File: src/rtl/imm_pkg.sv
// Shared encodings and types for the immediate-operand sequencer.
// Holds mode/state codes, operand width and the loader result bundle.
package imm_pkg;

  localparam int OP_W  = 32;
  localparam int CNT_W = 5;

  localparam logic [1:0] MODE_ROT  = 2'b00;
  localparam logic [1:0] MODE_SEXT = 2'b01;
  localparam logic [1:0] MODE_ZEXT = 2'b10;
  localparam logic [1:0] MODE_RSVD = 2'b11;

  localparam logic [1:0] ST_IDLE   = 2'd0;
  localparam logic [1:0] ST_ROTATE = 2'd1;
  localparam logic [1:0] ST_DONE   = 2'd2;

  localparam int ROT_STEP_1 = 1;
  localparam int ROT_STEP_2 = 2;

  // Initial working value and rotate count produced by the loader.
  typedef struct packed {
    logic [OP_W-1:0]  w;
    logic [CNT_W-1:0] cnt;
    logic             rot_en;
    logic             err;
  } load_t;

endpackage

File: src/rtl/imm_operand_seq_if.sv
// Request/result bundle between an operand requester and imm_operand_seq.
// REQ is a valid taken only when the sequencer is IDLE or DONE with ACK; DONE is a
// valid held with Q/SHIFT_C/ERR stable until ACK, and the result retires on the edge with ACK=1.
interface imm_operand_seq_if;
  logic        REQ;
  logic [1:0]  MODE;
  logic [11:0] IMM;
  logic        CIN;
  logic        ACK;
  logic        BUSY;
  logic        DONE;
  logic [31:0] Q;
  logic        SHIFT_C;
  logic        ERR;

  modport master (output REQ, MODE, IMM, CIN, ACK,
                  input  BUSY, DONE, Q, SHIFT_C, ERR);
  modport slave  (input  REQ, MODE, IMM, CIN, ACK,
                  output BUSY, DONE, Q, SHIFT_C, ERR);
endinterface

File: src/rtl/imm_extend.sv
// Combinational 12-to-32 operand loader: picks the initial working value
// and rotate count from the mode and immediate field.
module imm_extend import imm_pkg::*; #(
  parameter int ROT_STEP = 2
) (
  input  logic [1:0]  mode,
  input  logic [11:0] imm,
  output load_t       ld
);

  always_comb begin
    ld = '0;
    case (mode)
      MODE_SEXT: ld.w = {{20{imm[11]}}, imm};
      MODE_ZEXT: ld.w = {20'd0, imm};
      MODE_ROT: begin
        ld.w      = {24'd0, imm[7:0]};
        ld.rot_en = (imm[11:8] != 4'd0);
        // rot counts 2-bit positions; a 1-bit rotator needs twice the steps.
        ld.cnt    = (ROT_STEP == ROT_STEP_1) ? {imm[11:8], 1'b0} : {1'b0, imm[11:8]};
      end
      default: ld.err = 1'b1;
    endcase
  end

endmodule

File: src/rtl/imm_operand_seq.sv
// Immediate-operand sequencer: loads an extended or rotated immediate, rotates
// it ROT_STEP bits per cycle where needed and holds the result until ACK.
module imm_operand_seq import imm_pkg::*; #(
  parameter int ROT_STEP = 2
) (
  input  logic              CLK,
  input  logic              CLR,
  imm_operand_seq_if.slave  bus,
  output logic [1:0]        state
);

  logic [1:0]       state_q, state_d;
  logic [OP_W-1:0]  w_q, w_d, w_rot, q_q, q_d;
  logic [CNT_W-1:0] cnt_q, cnt_d;
  logic [1:0]       mode_q, mode_d;
  logic             cin_q, cin_d, rot_en_q, rot_en_d;
  logic             c_q, c_d, err_q, err_d;
  logic             accept;
  load_t            ld;

  imm_extend #(.ROT_STEP(ROT_STEP)) u_extend (
    .mode (bus.MODE),
    .imm  (bus.IMM),
    .ld   (ld)
  );

  assign w_rot  = {w_q[ROT_STEP-1:0], w_q[OP_W-1:ROT_STEP]};
  assign accept = bus.REQ && ((state_q == ST_IDLE) || ((state_q == ST_DONE) && bus.ACK));

  always_comb begin
    state_d  = state_q;
    w_d      = w_q;
    cnt_d    = cnt_q;
    mode_d   = mode_q;
    cin_d    = cin_q;
    rot_en_d = rot_en_q;
    q_d      = q_q;
    c_d      = c_q;
    err_d    = err_q;

    case (state_q)
      ST_ROTATE: begin
        if (rot_en_q) begin
          w_d   = w_rot;
          cnt_d = cnt_q - 5'd1;
          if (cnt_q == 5'd1) begin
            state_d = ST_DONE;
            q_d     = w_rot;
            c_d     = w_rot[OP_W-1];
            err_d   = 1'b0;
          end
        end else begin
          // One-cycle bubble so DONE visibly drops between back-to-back results.
          state_d = ST_DONE;
          q_d     = w_q;
          c_d     = cin_q & (mode_q != MODE_RSVD);
          err_d   = (mode_q == MODE_RSVD);
        end
      end
      ST_DONE: if (bus.ACK && !bus.REQ) state_d = ST_IDLE;
      default: state_d = ST_IDLE;
    endcase

    if (accept) begin
      w_d      = ld.w;
      cnt_d    = ld.cnt;
      mode_d   = bus.MODE;
      cin_d    = bus.CIN;
      rot_en_d = ld.rot_en;
      if (ld.rot_en || (state_q == ST_DONE)) begin
        state_d = ST_ROTATE;
      end else begin
        state_d = ST_DONE;
        q_d     = ld.w;
        c_d     = bus.CIN & ~ld.err;
        err_d   = ld.err;
      end
    end
  end

  always_ff @(posedge CLK or negedge CLR) begin
    if (!CLR) begin
      state_q  <= ST_IDLE;
      w_q      <= '0;
      cnt_q    <= '0;
      mode_q   <= MODE_ROT;
      cin_q    <= 1'b0;
      rot_en_q <= 1'b0;
      q_q      <= '0;
      c_q      <= 1'b0;
      err_q    <= 1'b0;
    end else begin
      state_q  <= state_d;
      w_q      <= w_d;
      cnt_q    <= cnt_d;
      mode_q   <= mode_d;
      cin_q    <= cin_d;
      rot_en_q <= rot_en_d;
      q_q      <= q_d;
      c_q      <= c_d;
      err_q    <= err_d;
    end
  end

  assign bus.BUSY    = (state_q == ST_ROTATE) || (state_q == ST_DONE);
  assign bus.DONE    = (state_q == ST_DONE);
  assign bus.Q       = q_q;
  assign bus.SHIFT_C = c_q;
  assign bus.ERR     = err_q;
  assign state       = state_q;

endmodule
File: src/flat_wrapper.sv
// flat-port wrapper written by rule: the top's interface ports become plain ports
module imm_operand_seq_flat import imm_pkg::*;
#(
  parameter int ROT_STEP = 2
)
  (CLK, CLR, state, bus_REQ, bus_MODE, bus_IMM, bus_CIN, bus_ACK, bus_BUSY, bus_DONE, bus_Q, bus_SHIFT_C, bus_ERR);
  imm_operand_seq_if bus_i ();
  input  logic CLK;
  input  logic CLR;
  output logic [1:0] state;
  input wire logic [$bits(bus_i.REQ)-1:0] bus_REQ;
  input wire logic [$bits(bus_i.MODE)-1:0] bus_MODE;
  input wire logic [$bits(bus_i.IMM)-1:0] bus_IMM;
  input wire logic [$bits(bus_i.CIN)-1:0] bus_CIN;
  input wire logic [$bits(bus_i.ACK)-1:0] bus_ACK;
  output wire logic [$bits(bus_i.BUSY)-1:0] bus_BUSY;
  output wire logic [$bits(bus_i.DONE)-1:0] bus_DONE;
  output wire logic [$bits(bus_i.Q)-1:0] bus_Q;
  output wire logic [$bits(bus_i.SHIFT_C)-1:0] bus_SHIFT_C;
  output wire logic [$bits(bus_i.ERR)-1:0] bus_ERR;
  assign bus_i.REQ = bus_REQ;
  assign bus_i.MODE = bus_MODE;
  assign bus_i.IMM = bus_IMM;
  assign bus_i.CIN = bus_CIN;
  assign bus_i.ACK = bus_ACK;
  assign bus_BUSY = bus_i.BUSY;
  assign bus_DONE = bus_i.DONE;
  assign bus_Q = bus_i.Q;
  assign bus_SHIFT_C = bus_i.SHIFT_C;
  assign bus_ERR = bus_i.ERR;
  imm_operand_seq #(.ROT_STEP(ROT_STEP)) u_core (.CLK(CLK), .CLR(CLR), .bus(bus_i), .state(state));
endmodule
File: config.mk
export PLATFORM = sky130hd
export DESIGN_NAME = imm_operand_seq_flat
export DESIGN_NICKNAME = d
export VERILOG_FILES = /design/src/rtl/imm_pkg.sv /design/src/rtl/imm_operand_seq_if.sv /design/src/rtl/imm_extend.sv /design/src/rtl/imm_operand_seq.sv /design/src/flat_wrapper.sv
export SDC_FILE = /design/constraint.sdc
export NUM_CORES = 1
export LEC_CHECK = 0
export ABC_AREA = 1
export ABC_CLOCK_PERIOD_IN_PS = 1450
export CORE_UTILIZATION = 40
export CTS_CLUSTER_SIZE = 10
export DETAILED_ROUTE_END_ITERATION = 10
export GPL_TIMING_DRIVEN = 0
export PLACE_DENSITY_LB_ADDON = 0.2
export SKIP_CTS_REPAIR_TIMING = 1
export SLEW_MARGIN = 20
export SYNTH_ARGS = -nofsm -noshare
export SYNTH_HDL_FRONTEND = slang
export SYNTH_SLANG_ARGS = --single-unit
File: constraint.sdc
create_clock -name CLK -period 1.45 [get_ports CLK]
set_input_delay 0.29 -clock CLK [delete_from_list [all_inputs] [get_ports CLK]]
set_output_delay 0.29 -clock CLK [all_outputs]
set_load 0.005 [all_outputs]
==> flow_metrics.env, run 1 <==
export IMPL_grt_pass1_vias=4493
export IMPL_post_route_period_util_pct=114
export IMPL_routed_via_density=5.48
export IMPL_seqCellArea_sq_um=1930
export IMPL_core_sq_um=11000
export IMPL_grt_ovfl_total=0
export IMPL_grt_met3_usage_pct=4.36
export IMPL_fillers=920
export IMPL_wl_per_cell_microns=16.7
export IMPL_synth_enable_flop_cells=0
export IMPL_htree_levels=3
export IMPL_max_cap_violations=0
export IMPL_pre_cts_slack_ns=-0.538
export IMPL_synth_seq_cells=77
export IMPL_root_buffer="clkbuf_16"
export IMPL_crit_path_end_kind="flop"
export IMPL_drive_gt1_share_pct=24.1
export IMPL_syn_num_nets=707
export IMPL_hold_slack_ns=-0.0426
export IMPL_drc=0
export IMPL_timing_rr_start="u_core.cnt_q[1]$_DFFE_PN0P_"
export IMPL_clk_latency_ns=0.34
export IMPL_clockBufferDepth=2
export IMPL_cp_endpoint="u_core.bus.Q[9]$_DFF_PN0_"
export IMPL_die_area_sq_um=11900
export IMPL_cts_clk_slew_worst_paths_ns=0.06
export IMPL_port_buffers=56
export IMPL_cp_arrival_ns=1.88
export IMPL_grt_usage_pct=23.8
export IMPL_hp_class="in2async"
export IMPL_final_max_slew_viol_count=0
export IMPL_routed_wl_microns=15700
export IMPL_yosysWarnings=0
export IMPL_cts_sinks=77
export IMPL_fmax_mhz=605
export IMPL_startpoint="u_core.cnt_q[1]$_DFFE_PN0P_"
export IMPL_initial_core_util_pct=41.7
export IMPL_n_antenna_cell=0
export IMPL_power_leakage_nw=3.89
export IMPL_async_flop_share_pct=100
export IMPL_multi_input_area_sq_um=2480
export IMPL_ioPinCount=57
export IMPL_reg2reg_slack_ns=-0.20
export IMPL_ys_types=22
export IMPL_gp_congestion=0.855
export IMPL_p_per_area_nw_per_um2=2100
export IMPL_syn_area_per_cell_sq_um=6.74
export IMPL_dp_hpwl_microns=9280
export IMPL_busiest_layer="met2"
export IMPL_vias=5149
export IMPL_rsz0062_at_grt="yes"
export IMPL_tightestPinTransition_ns=0.597
export IMPL_peakVddDrop_v=0.00111
export IMPL_setup_viol=77
export IMPL_r2r_cells=11
export IMPL_grt_max_degree=44
export IMPL_required_ns=1.68
export IMPL_globalRouteMet1Util_pct=30.4
export IMPL_hold_viol=42
export IMPL_r2r_end="u_core.bus.Q[9]$_DFF_PN0_"
export IMPL_firstDrtPassIters=5
export IMPL_final_min_clock_period_ns=1.65
export IMPL_rows=38
export IMPL_setup_ws_ns=-0.203
export IMPL_die_w_microns=109
export IMPL_ant_nets=0
export IMPL_cts_tree="done"
export IMPL_grt_use_met2_pct=40.2
export IMPL_slew_headroom_pct=60.2
export IMPL_yosysSeqAreaShare_pct=41.9
export IMPL_synth_ff_type="dfrtp_1"
export IMPL_syn_area_sq_um=4600
export IMPL_synthToLayoutAreaGrowth_pct=52.4
export IMPL_worstPathMaxFanout=6
export IMPL_synthCells=683
export IMPL_grt_pass1_wl_microns=21600
export IMPL_critPathLaunchType="flop"
export IMPL_fin_util_pct=63.5
export IMPL_critPathKind="reg2reg"
export IMPL_skew_ns=0.00683
export IMPL_first_iter_violations=317
export IMPL_dieHeight_microns=109
export IMPL_numCtsBuffers=9
export IMPL_layout_nets=820
export IMPL_antenna_found_initial=0
export IMPL_outcome="complete, but fails checks"
export IMPL_violations="negative hold slack, negative setup slack"
-- cells in the mapped netlist, types with 2 or more instances --
master	n	area [sq um]
a21oi_1	23	115
buf_2	29	145
buf_4	2	15.0
clkbuf_1	9	33.8
dfrtp_1	77	1930
ha_1	5	62.6
inv_1	111	417
nand2_1	184	691
nand3_1	69	345
nand4_1	2	12.5
nor2_1	76	285
o211ai_1	10	75.1
o21ai_0	49	245
o21ai_1	9	45.0
o221ai_1	2	17.5
o22ai_1	20	125
-- layout make-up --
class / count / area share [%]
repair inverters: 1 / 0.125
plain buffers: 40 / 6.39
flip-flops and latches: 77 / 27.5
well taps: 140 / 2.50
inverters: 112 / 6.37
multi-input cells: 454 / 35.4
repair buffers: 101 / 17.5
clock buffers: 15 / 4.25
-- registers in the layout, summed over array words and instances (netlist names) --
register and flops:
u_core.bus.ERR 1, u_core.bus.Q 32, u_core.bus.SHIFT_C 1, u_core.cin_q 1, u_core.cnt_q 5, u_core.mode_q 2
u_core.rot_en_q 1, u_core.state 2, u_core.w_q 32
-- cell usage in the layout (no fill, tap or decap), drive strengths merged, types with 23 or more instances in the layout --
cell type | Yosys | layout
dlymetal6s2s | 0 | 37
o21ai | 58 | 58
a21oi | 23 | 23
nand2 | 185 | 185
dfrtp | 77 | 77
buf | 31 | 75
inv | 112 | 110
clkbuf | 9 | 27
nand3 | 69 | 69
nor2 | 78 | 78
-- metal layers --
metal	share of wire, %	vias to the layer above
li1	-	2383
met1	40	2444
met4	3.0	0
met5	0	-
met2	49	271
met3	8.0	51
-- report_power, final --
group | internal [mW] | switching (mW)
combinational | 3.96 | 4.76
clock | 1.39 | 0.891
sequential | 3.08 | 0.620
-- logic make-up (layout without fill, tap and decap cells) --
kind of cell | Yosys count | count (layout) | synth area share [%]
and+or+nand+nor | 334 | 334 | 29.5
buffers and inverters | 152 | 269 | 13.4
AOI/OAI and AO/OA | 114 | 114 | 13.7
DFF | 77 | 77 | 41.9
adders and majority gates | 5 | 5 | 1.36
xor gates and xnor gates | 1 | 1 | 0.190
-- stage by stage --
stage          TNS (ns)  hold WS [ns]  cells  instance area (sq um)  total power, mW
6_report          -9.28       -0.0426    940                   7010             14.7
5_1_grt          -14.10       0.00431    940                   7010             15.7
4_1_cts          -23.69       -0.0185    895                   5690             12.1
3_5_place_dp     -29.26         0.334    880                   5400             9.81
3_3_place_gp    -239.97         0.457    879                   5380             9.65
2_1_floorplan         0      -0.00559    683                   4640             7.53
-- worst min-delay path by stage --
stage | start | endpoint | slack [ns]
finish | CLR | u_core.bus.Q[22]$_DFF_PN0_ | -0.04
CTS | CLR | u_core.bus.Q[18]$_DFF_PN0_ | -0.02
floorplan | CLR | u_core.bus.ERR$_DFF_PN0_ | -0.006
global route | CLR | u_core.bus.Q[18]$_DFF_PN0_ | 0.004
global placement | u_core.cin_q$_DFFE_PN0N_ | u_core.cin_q$_DFFE_PN0N_ | 0.46
detailed placement | CLR | u_core.bus.Q[18]$_DFF_PN0_ | 0.33
-- worst max-delay path, cell delays in order (launching register included) --
cell	delay (ns)
dfrtp_1	0.39
inv_2	0.10
ha_4	0.13
inv_2	0.04
nor2_4	0.24
buf_6	0.17
buf_8	0.12
nand3_1	0.07
nand2_1	0.10
nor2_1	0.05
nor2_1	0.10
nor2_1	0.05
Power figures use the tool's default switching activity.
==> run 2, diff against run 1 <==
ABC_CLOCK_PERIOD_IN_PS = 1800   (was 1450)
HOLD_SLACK_MARGIN = 0.12   (was default)
clock period = 1.8 ns   (was 1.45 ns; I/O delays follow)
==> flow_metrics.env, run 2 (synthesis gave the netlist of run 1 again) <==
export IMPL_hp_class="reg2reg"
export IMPL_fmax_mhz=585
export IMPL_power_switching_mw=4.18
export IMPL_most_common_layout_cells="nand2_1, inv_1, dfrtp_1, nor2_1, nand3_1"
export IMPL_tightestPinTransition_ns=0.551
export IMPL_ioPinCount=57
export IMPL_slew_headroom_pct=63.2
export IMPL_switching_share_pct=41.8
export IMPL_reg2reg_slack_ns=0.09
export IMPL_critPathLaunchType="flop"
export IMPL_grt_usage_pct=24.1
export IMPL_cts_tree="done"
export IMPL_final_min_clock_period_ns=1.71
export IMPL_pwr_share_clk_pct=20.0
export IMPL_port_buffers=56
export IMPL_dieHeight_microns=109
export IMPL_critPathMaxStageDelay_ns=0.40
export IMPL_root_buffer="clkbuf_16"
export IMPL_firstDrtPassIters=6
export IMPL_cts_clk_slew_worst_paths_ns=0.06
export IMPL_layout_commonest_cell="nand2_1"
export IMPL_crit_chain="buf_4, ha_4, nand3_1, nand2_4, nand3_1, buf_2, nand2_1, nor2_1, nor2_1"
export IMPL_clockBufferDepth=2
export IMPL_crit_path_end_kind="flop"
export IMPL_die_area_sq_um=11900
export IMPL_cp_arrival_ns=1.94
export IMPL_clk_latency_ns=0.34
export IMPL_r2r_cells=9
export IMPL_timing_rr_start="u_core.state[1]$_DFFE_PN0P_"
export IMPL_dr_max_layer_used="met4"
export IMPL_dp_hpwl_microns=9130
export IMPL_max_cap_violations=0
export IMPL_wl_per_cell_microns=14.8
export IMPL_htree_levels=3
export IMPL_initial_core_util_pct=41.7
export IMPL_die_w_microns=109
export IMPL_combPwrFrac_pct=50.7
export IMPL_setup_viol=0
export IMPL_final_max_slew_viol_count=0
export IMPL_grt_pass1_wl_microns=21600
export IMPL_n_antenna_cell=0
export IMPL_skew_ns=0.00616
export IMPL_core_sq_um=11000
export IMPL_drive_gt1_share_pct=9.22
export IMPL_drc=0
export IMPL_grt_pass1_vias=4306
export IMPL_rows=38
export IMPL_route_met3_wl_microns=1060
export IMPL_synthToLayoutAreaGrowth_pct=26.1
export IMPL_routed_via_density=5.22
export IMPL_min_delay_start="u_core.mode_q[0]$_DFFE_PN0N_"
export IMPL_crit_family="simple AND/OR/NAND/NOR gates"
export IMPL_power_frac_seq_pct=29.3
export IMPL_peakVddDrop_v=0.000848
export IMPL_p_total_mw=10.0
export IMPL_numCtsBuffers=9
export IMPL_holdPathStages=2
export IMPL_met2WireLength_microns=6400
export IMPL_fin_util_pct=52.6
export IMPL_critPathKind="reg2reg"
export IMPL_required_ns=2.03
export IMPL_vias=4692
export IMPL_whs_endpoint="u_core.mode_q[0]$_DFFE_PN0N_"
export IMPL_grt_ovfl_total=0
export IMPL_hold_viol=0
export IMPL_cp_buffers_inverters=2
export IMPL_cts_sinks=77
export IMPL_power_leakage_nw=3.02
export IMPL_layout_nets=778
export IMPL_p_int_mw=5.83
export IMPL_post_route_period_util_pct=95.0
export IMPL_antenna_found_initial=0
export IMPL_wl_met1_microns=5610
export IMPL_first_iter_violations=356
export IMPL_routed_wl_microns=13300
export IMPL_worstPathMaxFanout=10
export IMPL_gp_congestion=0.842
export IMPL_outcome="completed"
export IMPL_grt_max_degree=46
export IMPL_ant_nets=0
export IMPL_r2r_end="u_core.bus.Q[4]$_DFF_PN0_"
export IMPL_p_per_area_nw_per_um2=1720
export IMPL_slowest_stage="dfrtp_1"
## run 2: power by group through the flow
stage	Combinational [mW]	Sequential (mW)	Clock, mW
global placement	4.79	2.93	0
CTS	4.92	2.93	2.04
global route	5.74	3.02	2.11
finish	5.08	2.93	2.00
detailed placement	4.88	2.95	0
floorplan	3.12	2.89	0
## run 2: how the worst max path moves through the flow
| stage | start | endpoint | slack (ns) | cells past startpoint |
|---|---|---|---|---|
| 2_1_floorplan | u_core.state[0]$_DFFE_PN0P_ | u_core.bus.Q[12]$_DFF_PN0_ | 0.25 | 9 |
| 3_3_place_gp | CLR | u_core.bus.Q[7]$_DFF_PN0_ | -2.48 | 1 |
| 3_5_place_dp | bus_ACK | u_core.state[1]$_DFFE_PN0P_ | -0.36 | 7 |
| 4_1_cts | u_core.state[0]$_DFFE_PN0P_ | u_core.state[1]$_DFFE_PN0P_ | -0.18 | 8 |
| 5_1_grt | u_core.state[1]$_DFFE_PN0P_ | u_core.w_q[16]$_DFFE_PN0P_ | -0.02 | 9 |
| 6_report | u_core.state[1]$_DFFE_PN0P_ | u_core.bus.Q[4]$_DFF_PN0_ | 0.09 | 9 |
## run 2: final cells by class
type	count	area, sq um
Timing Repair Buffer	60	616
Buffer	40	228
Inverter	112	420
Tap cell	140	175
Multi-Input combinational cell	454	2110
Fill cell	1073	5230
Clock inverter	4	70.1
Clock buffer	12	256
Sequential cell	77	1930
## run 2: metrics by stage
stage	TNS, ns	cells	hold WS [ns]	cell area (sq um)	setup WS (ns)
global placement	-199.99	879	0.459	5340	-2.48
global route	-0.224	899	0.496	5800	-0.0233
floorplan	0	683	0.0644	4600	0.252
detailed placement	-11.85	880	0.352	5360	-0.360
finish	0	899	0.481	5800	0.0895
CTS	-2.87	896	-0.0139	5690	-0.182
## run 2: worst reg2reg max path, stage by stage, from the launching register on
cell,delay [ns]
dfrtp_1,0.40
buf_4,0.15
ha_4,0.16
nand3_1,0.11
nand2_4,0.10
nand3_1,0.17
buf_2,0.29
nand2_1,0.09
nor2_1,0.10
nor2_1,0.05
## run 2: routing by layer
metal / vias up / global-route usage [%]
met5: - / 0
met4: 0 / 7.62
met3: 22 / 4.84
met2: 200 / 39.5
met1: 2173 / 31.8
li1: 2297 / -
